<file path="src/rtl/rv_multicycle_ctrl_if.sv">
// Control/handshake bundle between the multi-cycle sequencer and the RV32I datapath.
interface rv_multicycle_ctrl_if #(
    parameter int unsigned CNT_W = 32
);
    logic             imem_req;
    logic             imem_ack;
    logic [31:0]      instr;
    logic             stall;
    logic             ir_load;
    logic             alu_en;
    logic             reg_we;
    logic             pc_en;
    logic [2:0]       state;
    logic             halted;
    logic [1:0]       cause;
    logic [CNT_W-1:0] instret;

    modport master (
        input  imem_ack, instr, stall,
        output imem_req, ir_load, alu_en, reg_we, pc_en, state, halted, cause, instret
    );

    modport slave (
        output imem_ack, instr, stall,
        input  imem_req, ir_load, alu_en, reg_we, pc_en, state, halted, cause, instret
    );
endinterface

</file>
<file path="src/rtl/rv_multicycle_ctrl.sv">
// Multi-cycle FETCH/DECODE/EXECUTE/WRITEBACK sequencer with illegal-opcode and
// fetch-timeout traps and a retired-instruction counter.
module rv_multicycle_ctrl #(
    parameter int unsigned CNT_W         = 32,
    parameter int unsigned FETCH_TIMEOUT = 16
) (
    input logic                  clk,
    input logic                  reset,
    rv_multicycle_ctrl_if.master bus
);
    localparam int unsigned TMO_W = (FETCH_TIMEOUT > 1) ? $clog2(FETCH_TIMEOUT) : 1;
    localparam logic [TMO_W-1:0] TMO_LAST = TMO_W'(FETCH_TIMEOUT - 1);
    localparam logic [6:0] OP_R = 7'b0110011;
    localparam logic [6:0] OP_I = 7'b0010011;

    typedef enum logic [2:0] {
        StFetch     = 3'd0,
        StDecode    = 3'd1,
        StExecute   = 3'd2,
        StWriteback = 3'd3,
        StTrap      = 3'd4
    } state_e;

    state_e           state_q, state_d;
    logic [TMO_W-1:0] tmo_q, tmo_d;
    logic [1:0]       cause_q, cause_d;
    logic [CNT_W-1:0] instret_q, instret_d;

    logic [6:0] opcode;
    logic       op_legal;
    logic       rd_nz;
    logic       unused_instr;

    assign opcode       = bus.instr[6:0];
    assign op_legal     = (opcode == OP_R) || (opcode == OP_I);
    assign rd_nz        = |bus.instr[11:7];
    assign unused_instr = ^bus.instr[31:12];

    always_comb begin
        state_d   = state_q;
        tmo_d     = tmo_q;
        cause_d   = cause_q;
        instret_d = instret_q;
        unique case (state_q)
            StFetch: begin
                // An ack in the last allowed cycle takes priority over the timeout.
                if (bus.imem_ack) begin
                    state_d = StDecode;
                    tmo_d   = '0;
                end else if (tmo_q == TMO_LAST) begin
                    state_d = StTrap;
                    cause_d = 2'd2;
                end else begin
                    tmo_d = tmo_q + TMO_W'(1);
                end
            end
            StDecode: begin
                if (op_legal) begin
                    state_d = StExecute;
                end else begin
                    state_d = StTrap;
                    cause_d = 2'd1;
                end
            end
            StExecute: begin
                if (!bus.stall) state_d = StWriteback;
            end
            StWriteback: begin
                instret_d = instret_q + CNT_W'(1);
                state_d   = StFetch;
            end
            StTrap: begin
                state_d = StTrap;
            end
            default: begin
                state_d = StFetch;
            end
        endcase
    end

    always_comb begin
        bus.imem_req = 1'b0;
        bus.ir_load  = 1'b0;
        bus.alu_en   = 1'b0;
        bus.reg_we   = 1'b0;
        bus.pc_en    = 1'b0;
        bus.halted   = 1'b0;
        unique case (state_q)
            StFetch: begin
                bus.imem_req = 1'b1;
                bus.ir_load  = bus.imem_ack;
            end
            StExecute: begin
                bus.alu_en = 1'b1;
            end
            StWriteback: begin
                bus.alu_en = 1'b1;
                bus.pc_en  = 1'b1;
                bus.reg_we = rd_nz;
            end
            StTrap: begin
                bus.halted = 1'b1;
            end
            default: begin
            end
        endcase
        // Reset squashes strobes immediately, before the state register clears.
        if (reset) begin
            bus.imem_req = 1'b0;
            bus.ir_load  = 1'b0;
            bus.alu_en   = 1'b0;
            bus.reg_we   = 1'b0;
            bus.pc_en    = 1'b0;
            bus.halted   = 1'b0;
        end
    end

    assign bus.state   = state_q;
    assign bus.cause   = cause_q;
    assign bus.instret = instret_q;

    always_ff @(posedge clk) begin
        if (reset) begin
            state_q   <= StFetch;
            tmo_q     <= '0;
            cause_q   <= '0;
            instret_q <= '0;
        end else begin
            state_q   <= state_d;
            tmo_q     <= tmo_d;
            cause_q   <= cause_d;
            instret_q <= instret_d;
        end
    end
endmodule

</file>
<file path="src/flat_wrapper.sv">
// flat-port wrapper written by rule: the top's interface ports become plain ports
module rv_multicycle_ctrl_flat 
#(
    parameter int unsigned CNT_W         = 32,
    parameter int unsigned FETCH_TIMEOUT = 16
)
  (clk, reset, bus_imem_ack, bus_instr, bus_stall, bus_imem_req, bus_ir_load, bus_alu_en, bus_reg_we, bus_pc_en, bus_state, bus_halted, bus_cause, bus_instret);
  rv_multicycle_ctrl_if #(.CNT_W(CNT_W)) bus_i ();
  input logic clk;
  input logic reset;
  input wire logic [$bits(bus_i.imem_ack)-1:0] bus_imem_ack;
  input wire logic [$bits(bus_i.instr)-1:0] bus_instr;
  input wire logic [$bits(bus_i.stall)-1:0] bus_stall;
  output wire logic [$bits(bus_i.imem_req)-1:0] bus_imem_req;
  output wire logic [$bits(bus_i.ir_load)-1:0] bus_ir_load;
  output wire logic [$bits(bus_i.alu_en)-1:0] bus_alu_en;
  output wire logic [$bits(bus_i.reg_we)-1:0] bus_reg_we;
  output wire logic [$bits(bus_i.pc_en)-1:0] bus_pc_en;
  output wire logic [$bits(bus_i.state)-1:0] bus_state;
  output wire logic [$bits(bus_i.halted)-1:0] bus_halted;
  output wire logic [$bits(bus_i.cause)-1:0] bus_cause;
  output wire logic [$bits(bus_i.instret)-1:0] bus_instret;
  assign bus_i.imem_ack = bus_imem_ack;
  assign bus_i.instr = bus_instr;
  assign bus_i.stall = bus_stall;
  assign bus_imem_req = bus_i.imem_req;
  assign bus_ir_load = bus_i.ir_load;
  assign bus_alu_en = bus_i.alu_en;
  assign bus_reg_we = bus_i.reg_we;
  assign bus_pc_en = bus_i.pc_en;
  assign bus_state = bus_i.state;
  assign bus_halted = bus_i.halted;
  assign bus_cause = bus_i.cause;
  assign bus_instret = bus_i.instret;
  rv_multicycle_ctrl #(.CNT_W(CNT_W), .FETCH_TIMEOUT(FETCH_TIMEOUT)) u_core (.clk(clk), .reset(reset), .bus(bus_i));
endmodule
</file>
<file path="config.mk">
export PLATFORM = sky130hd
export DESIGN_NAME = rv_multicycle_ctrl_flat
export DESIGN_NICKNAME = d
export VERILOG_FILES = /design/src/rtl/rv_multicycle_ctrl_if.sv /design/src/rtl/rv_multicycle_ctrl.sv /design/src/flat_wrapper.sv
export SDC_FILE = /design/constraint.sdc
export NUM_CORES = 1
export LEC_CHECK = 0
export ABC_CLOCK_PERIOD_IN_PS = 1950
export BUFFER_PORTS_ARGS = -buffer_cell sky130_fd_sc_hd__buf_4
export CORE_MARGIN = 8
export CORE_UTILIZATION = 25
export DETAILED_ROUTE_END_ITERATION = 12
export PLACE_DENSITY = 0.49
export SYNTH_ARGS = -nofsm -noshare
export SYNTH_HDL_FRONTEND = slang
export SYNTH_SLANG_ARGS = --single-unit
</file>
<file path="constraint.sdc">
create_clock -name clk -period 1.95 [get_ports clk]
set_input_delay 0.4875 -clock clk [delete_from_list [all_inputs] [get_ports clk]]
set_output_delay 0.4875 -clock clk [all_outputs]
set_load 0.1 [all_outputs]
</file>
* Word level (Yosys, flattened, before mapping) *
Cells that the tools add are included.

word-level totals
  register bits = 41
  bits of input ports = 36
  logic and storage cells = 50

cells by class
  equal/unequal tests = 13
  $add $sub $neg = 2
  reduce and logical (&&, ||, !) cells = 8
  multiplexer cells = 23

operators by type and width
  kind                   number
  $add 32x1->32 const B  1
  $mux 1                 12
  $mux 3                 4
  $pmux 3 s4             1
  $mux 4                 2
  $ne 2x2->1 const B     4
  $eq 7x5->1 const B     1
  $eq 7x6->1 const B     1
  $eq 3x2->1 const B     2
  $mux 2                 3
  $reduce_or 5->1        1
  $add 4x1->4 const B    1
  $eq 4x4->1 const B     1
  $pmux 2 s2             1
  $reduce_and 2->1       2
  $reduce_and 4->1       1
  $eq 3x1->1 const B     1
  $eq 3x3->1 const B     1
  $logic_not 3->1        1
  $ne 3x2->1 const B     1
  $ne 2x1->1 const B     1
  $reduce_bool 2->1      1
  $reduce_or 2->1        1
  $logic_or 1x1->1       1

* Longest topological paths before layout *
  depth in word-level cells = 4
  depth in mapped cells = 7

* Least setup slack after synthesis *
Ideal clock, no wire load.

  kind = register to output
  from = reg u_core.state_q[2], in the netlist u_core.bus.state[2]
  to = out bus_halted
  arrival time = 4.396 ns
  setup slack = -2.933 ns
  required time = 1.462 ns
  path buffers = 1
  stages on the path, launching flop included = 3
  cells stage by stage = dfxtp_1 -> clkbuf_1 -> nor4b_1

on the way
  word-level cells in the longest chain between the ends = 3

ends and longest elaborated chain
  element                   line                       text
  start: declaration        rv_multicycle_ctrl.sv:24   state_e state_q, state_d;
  start signal: assignment  rv_multicycle_ctrl.sv:124  state_q <= StFetch;
  start signal: assignment  rv_multicycle_ctrl.sv:129  state_q <= state_d;
  $eq 3x3->1                rv_multicycle_ctrl.sv:88   unique case (state_q)
  $mux 1                    rv_multicycle_ctrl.sv:88
  $mux 1                    rv_multicycle_ctrl.sv:108  if (reset) begin
  end: declaration          flat_wrapper.sv:20         output wire logic [$bits(bus_i.halted)-1:0] bus_halted;

Every way passes these cells.

* Worst setup path in the final report *
  from = in bus_instr[11]
  to = out bus_reg_we

on the way
  word-level cells in the longest chain between the ends = 3

ends and longest elaborated chain
  element             line                       text
  start: declaration  flat_wrapper.sv:12         input wire logic [$bits(bus_i.instr)-1:0] bus_instr;
  $reduce_or 5->1     rv_multicycle_ctrl.sv:36   assign rd_nz = |bus.instr[11:7];
  $mux 1              rv_multicycle_ctrl.sv:88
  $mux 1              rv_multicycle_ctrl.sv:108
  end: declaration    flat_wrapper.sv:17         output wire logic [$bits(bus_i.reg_we)-1:0] bus_reg_we;

Every way passes these cells.

==> results summary <==
Once detail routing completed, the nets flagged for antenna violations numbered 0. The flow ran to the end, but the final reports show violations. The first TritonRoute pass finished after 4 iterations. The maximum fanout along the worst path is 1.

The region available for standard cell placement spans 0.008051 mm^2. On the worst path, the slowest cell contributes a delay of 0.52 ns. The utilization of the core after routing came out at 38.14%.

Clock-pin slew was measured on the worst setup and hold paths at 0.08 ns. Based on the critical path, the design can be clocked at up to 0.5107 GHz. The overall power consumption is 0.001661 W.

The headroom to the max-slew limit is 77.08%. In this run the core area contains 33 standard-cell rows. Summed over all layers, the global routing overflow is 0. The register area share after synthesis is 40.20%. The final reports fail on setup timing. The final clock period utilization by the worst path is 100.4%. The hold violation count in the final report came out at 0. For the pin with the worst max-slew slack, the measured transition is 0.3391 ns. The number of distinct library cells after synthesis is 40. After technology mapping, the gate count stands at 244. The detailed-route wire length came out at 5867 um. Setup violations remaining at the end of the flow were counted as 2.

The critical path in this run is classified as in -> out. The signal on the critical path passes through buf_6 > or4_4 > o21a_4 > buf_12. The fraction of layout cells with a size suffix above 1 came out at 43.85%. In the layout the commonest cells are sky130_fd_sc_hd__buf_4, sky130_fd_sc_hd__a21oi_1, sky130_fd_sc_hd__dfxtp_4, sky130_fd_sc_hd__or4_1, sky130_fd_sc_hd__o31ai_1. In this run, CTS created clock tree buffers numbering 5. The die footprint came out at 0.01132 mm^2. The final standard cell area without fillers is 0.003070 mm^2. The slowest stage of the critical path is the sky130_fd_sc_hd__or4_4 cell.

The detailed-placement wirelength estimate is 4242 um. Counting flops with a built-in enable in the synthesized netlist gives 0. The path class of the tightest hold or removal check is in -> reg. The async set-or-reset flop fraction in the synthesized netlist is 0%.

The diode insertion count for antenna repair is 0. The reported leakage power came out at 1.144 nW. The first-pass GRT wire length came out at 10020 um. Compared with the post-synthesis result, the final layout area differs by 50.37%. The number of hold buffers added after CTS came out at 0. The effective utilization at floorplan came out at 25.36%. Measured along the y axis, the die boundary spans 106.4 um. The clock tree from TritonCTS is yes. Entering global routing, the biggest net connects 33 pins. The routed length per placed instance is 13.90 um. The final critical-path setup slack came out at -0.008228 ns.

The smallest clock period supported by the final layout is computed as 1.958 ns. The number of clock sinks seen by CTS is 41. The number of warnings printed during yosys synthesis came out at 0. STA classifies the critical path endpoint as an output pin. When the netlist entered floorplanning its net count stood at 282. The H-tree was split into 2 levels. The clock insertion delay at the later pin of the skew report is 0.30 ns. The maximum clock insertion buffer count came out at 2. In this run, synthesis produced a sequential element count of 41. The required time of the critical path is 1.46 ns. The tree is rooted in a sky130_fd_sc_hd__clkbuf_8.

The routability-driven placement congestion ratio came out at 0.7319. The synthesized cell area came out at 0.002042 mm^2. The total of buffers placed on input and output ports is 57.

The detail-routed via count per cell came out at 4.950. After detailed routing, the number of remaining DRC violations is 0. The number of placed I/O pins came out at 79.

The arrival time reported for the critical path endpoint came out at 1.47 ns. The total via count after detailed routing came out at 2089. Measured along the x axis, the die boundary spans 106.4 um. The global-route usage over all layers came out at 10.62%. The most common library cell in the layout ignoring fill and taps is sky130_fd_sc_hd__buf_4. The layout net count is 354.

The worst setup path is launched from an input port. The worst clock skew on the final layout came out at 0.01072 ns. The final standard cell count with taps included and fillers excluded came out at 422. Power spread over the standard cell area amounts to 540.9 mW/mm^2. The number of antenna violations at the first check in global routing is 0. For this run, the leading register cell type out of synthesis is sky130_fd_sc_hd__dfxtp_1. The number of design-rule violations left by the first detailed-router iteration is 46. The via count of the first global-routing pass is 2134. The cell count after placement came out at 411. The largest vdd supply drop is 0.0002683 V. After detailed placement, the total cell area comes to 0.002879 mm^2. Each instance of the synthesized netlist takes up on average 8.369 um^2. The count of final max-slew check failures is 0. The count of max-cap constraint violations came out at 0. Setup repair after global routing could not meet its margin everywhere.
[power by group]
group          internal, W  switching [W]  leakage [nW]
clock network     0.000329       0.000308        0.0534
logic            0.0000744       0.000130         0.737
registers         0.000813     0.00000673         0.353
[cells by family after synthesis]
family / after synthesis / share of synthesized area [%]
AND/OR/NAND/NOR: 105 / 31.31
AO/OA/AOI/OAI: 62 / 18.02
flip-flops: 41 / 40.20
buffers and inverters: 24 / 4.840
XOR/XNOR: 8 / 3.432
multiplexers: 2 / 0.9804
adder cells (fa/ha/maj): 2 / 1.225
[worst max-delay path, delay by kind of cell]
kind / cells / cell delay (ns)
AND/OR/NAND/NOR: 1 / 0.52
buffers and inverters: 2 / 0.25
AO/OA/AOI/OAI: 1 / 0.21
[stage by stage]
step	setup WS [ns]	hold WS (ns)	setup TNS [ns]
detailed placement	-0.1099	0.4727	-0.1099
global placement	-0.08941	0.4692	-0.08941
global route	-0.04837	0.4896	-0.1357
floorplan	-0.5545	0.4965	-1.821
finish	-0.008228	0.4447	-0.008283
CTS	-0.03430	0.4387	-0.04256
[area by class of cell]
| type | count | area, um^2 |
|---|---|---|
| clock buffer | 7 | 97.59 |
| clock inverter | 1 | 5.005 |
| fill | 813 | 4981 |
| inverter | 8 | 30.03 |
| multi-input combinational | 179 | 1229 |
| sequential | 41 | 918.4 |
| tap | 105 | 131.4 |
| timing repair buffer | 81 | 659.4 |
[metal layers]
metal  part of all wire [%]  up-vias  global-route usage (%)
met5                      0        -                       0
met4                    1.1        0                   3.116
met3                    8.0        8                   3.993
met2                     46       50                   18.14
met1                     45      972                   12.05
li1                       -     1059                       -
[final timing paths]
path	slack [ns]	depth (start not counted)	to	start
hold / removal	0.44	4	u_core.bus.state[0]	bus_stall
hold reg to reg	0.49	2	u_core.bus.instret[31]	u_core.bus.instret[31]
setup reg to reg	0.06	5	u_core.bus.instret[24]	u_core.bus.instret[15]
setup / recovery	-0.008	4	bus_reg_we	bus_instr[11]
[Yosys cell counts, drive strengths merged, types with 7 or more instances]
master | count | area (um^2)
nand2 | 12 | 45.04
or3 | 10 | 62.56
dfxtp | 41 | 820.8
o31ai | 14 | 105.1
nor2 | 14 | 52.55
a21oi | 27 | 135.1
nand3 | 13 | 65.06
or4 | 18 | 138.9
clkbuf | 14 | 52.55
nor3 | 7 | 35.03
o21ai | 12 | 60.06
inv | 8 | 30.03
xnor2 | 7 | 61.31
[what timing repair did]
item,CTS,global route
endpoints found under the setup margin,3,12
pin swaps,4,3
gates resized for setup,9,8
setup buffers,2,1
[state kept, by name, indices dropped and copies added (netlist names)]
name	count
u_core.bus.state	3
u_core.bus.cause	2
u_core.bus.instret	32
u_core.tmo_q	4
Note: power is estimated with default switching activity, not from simulation.
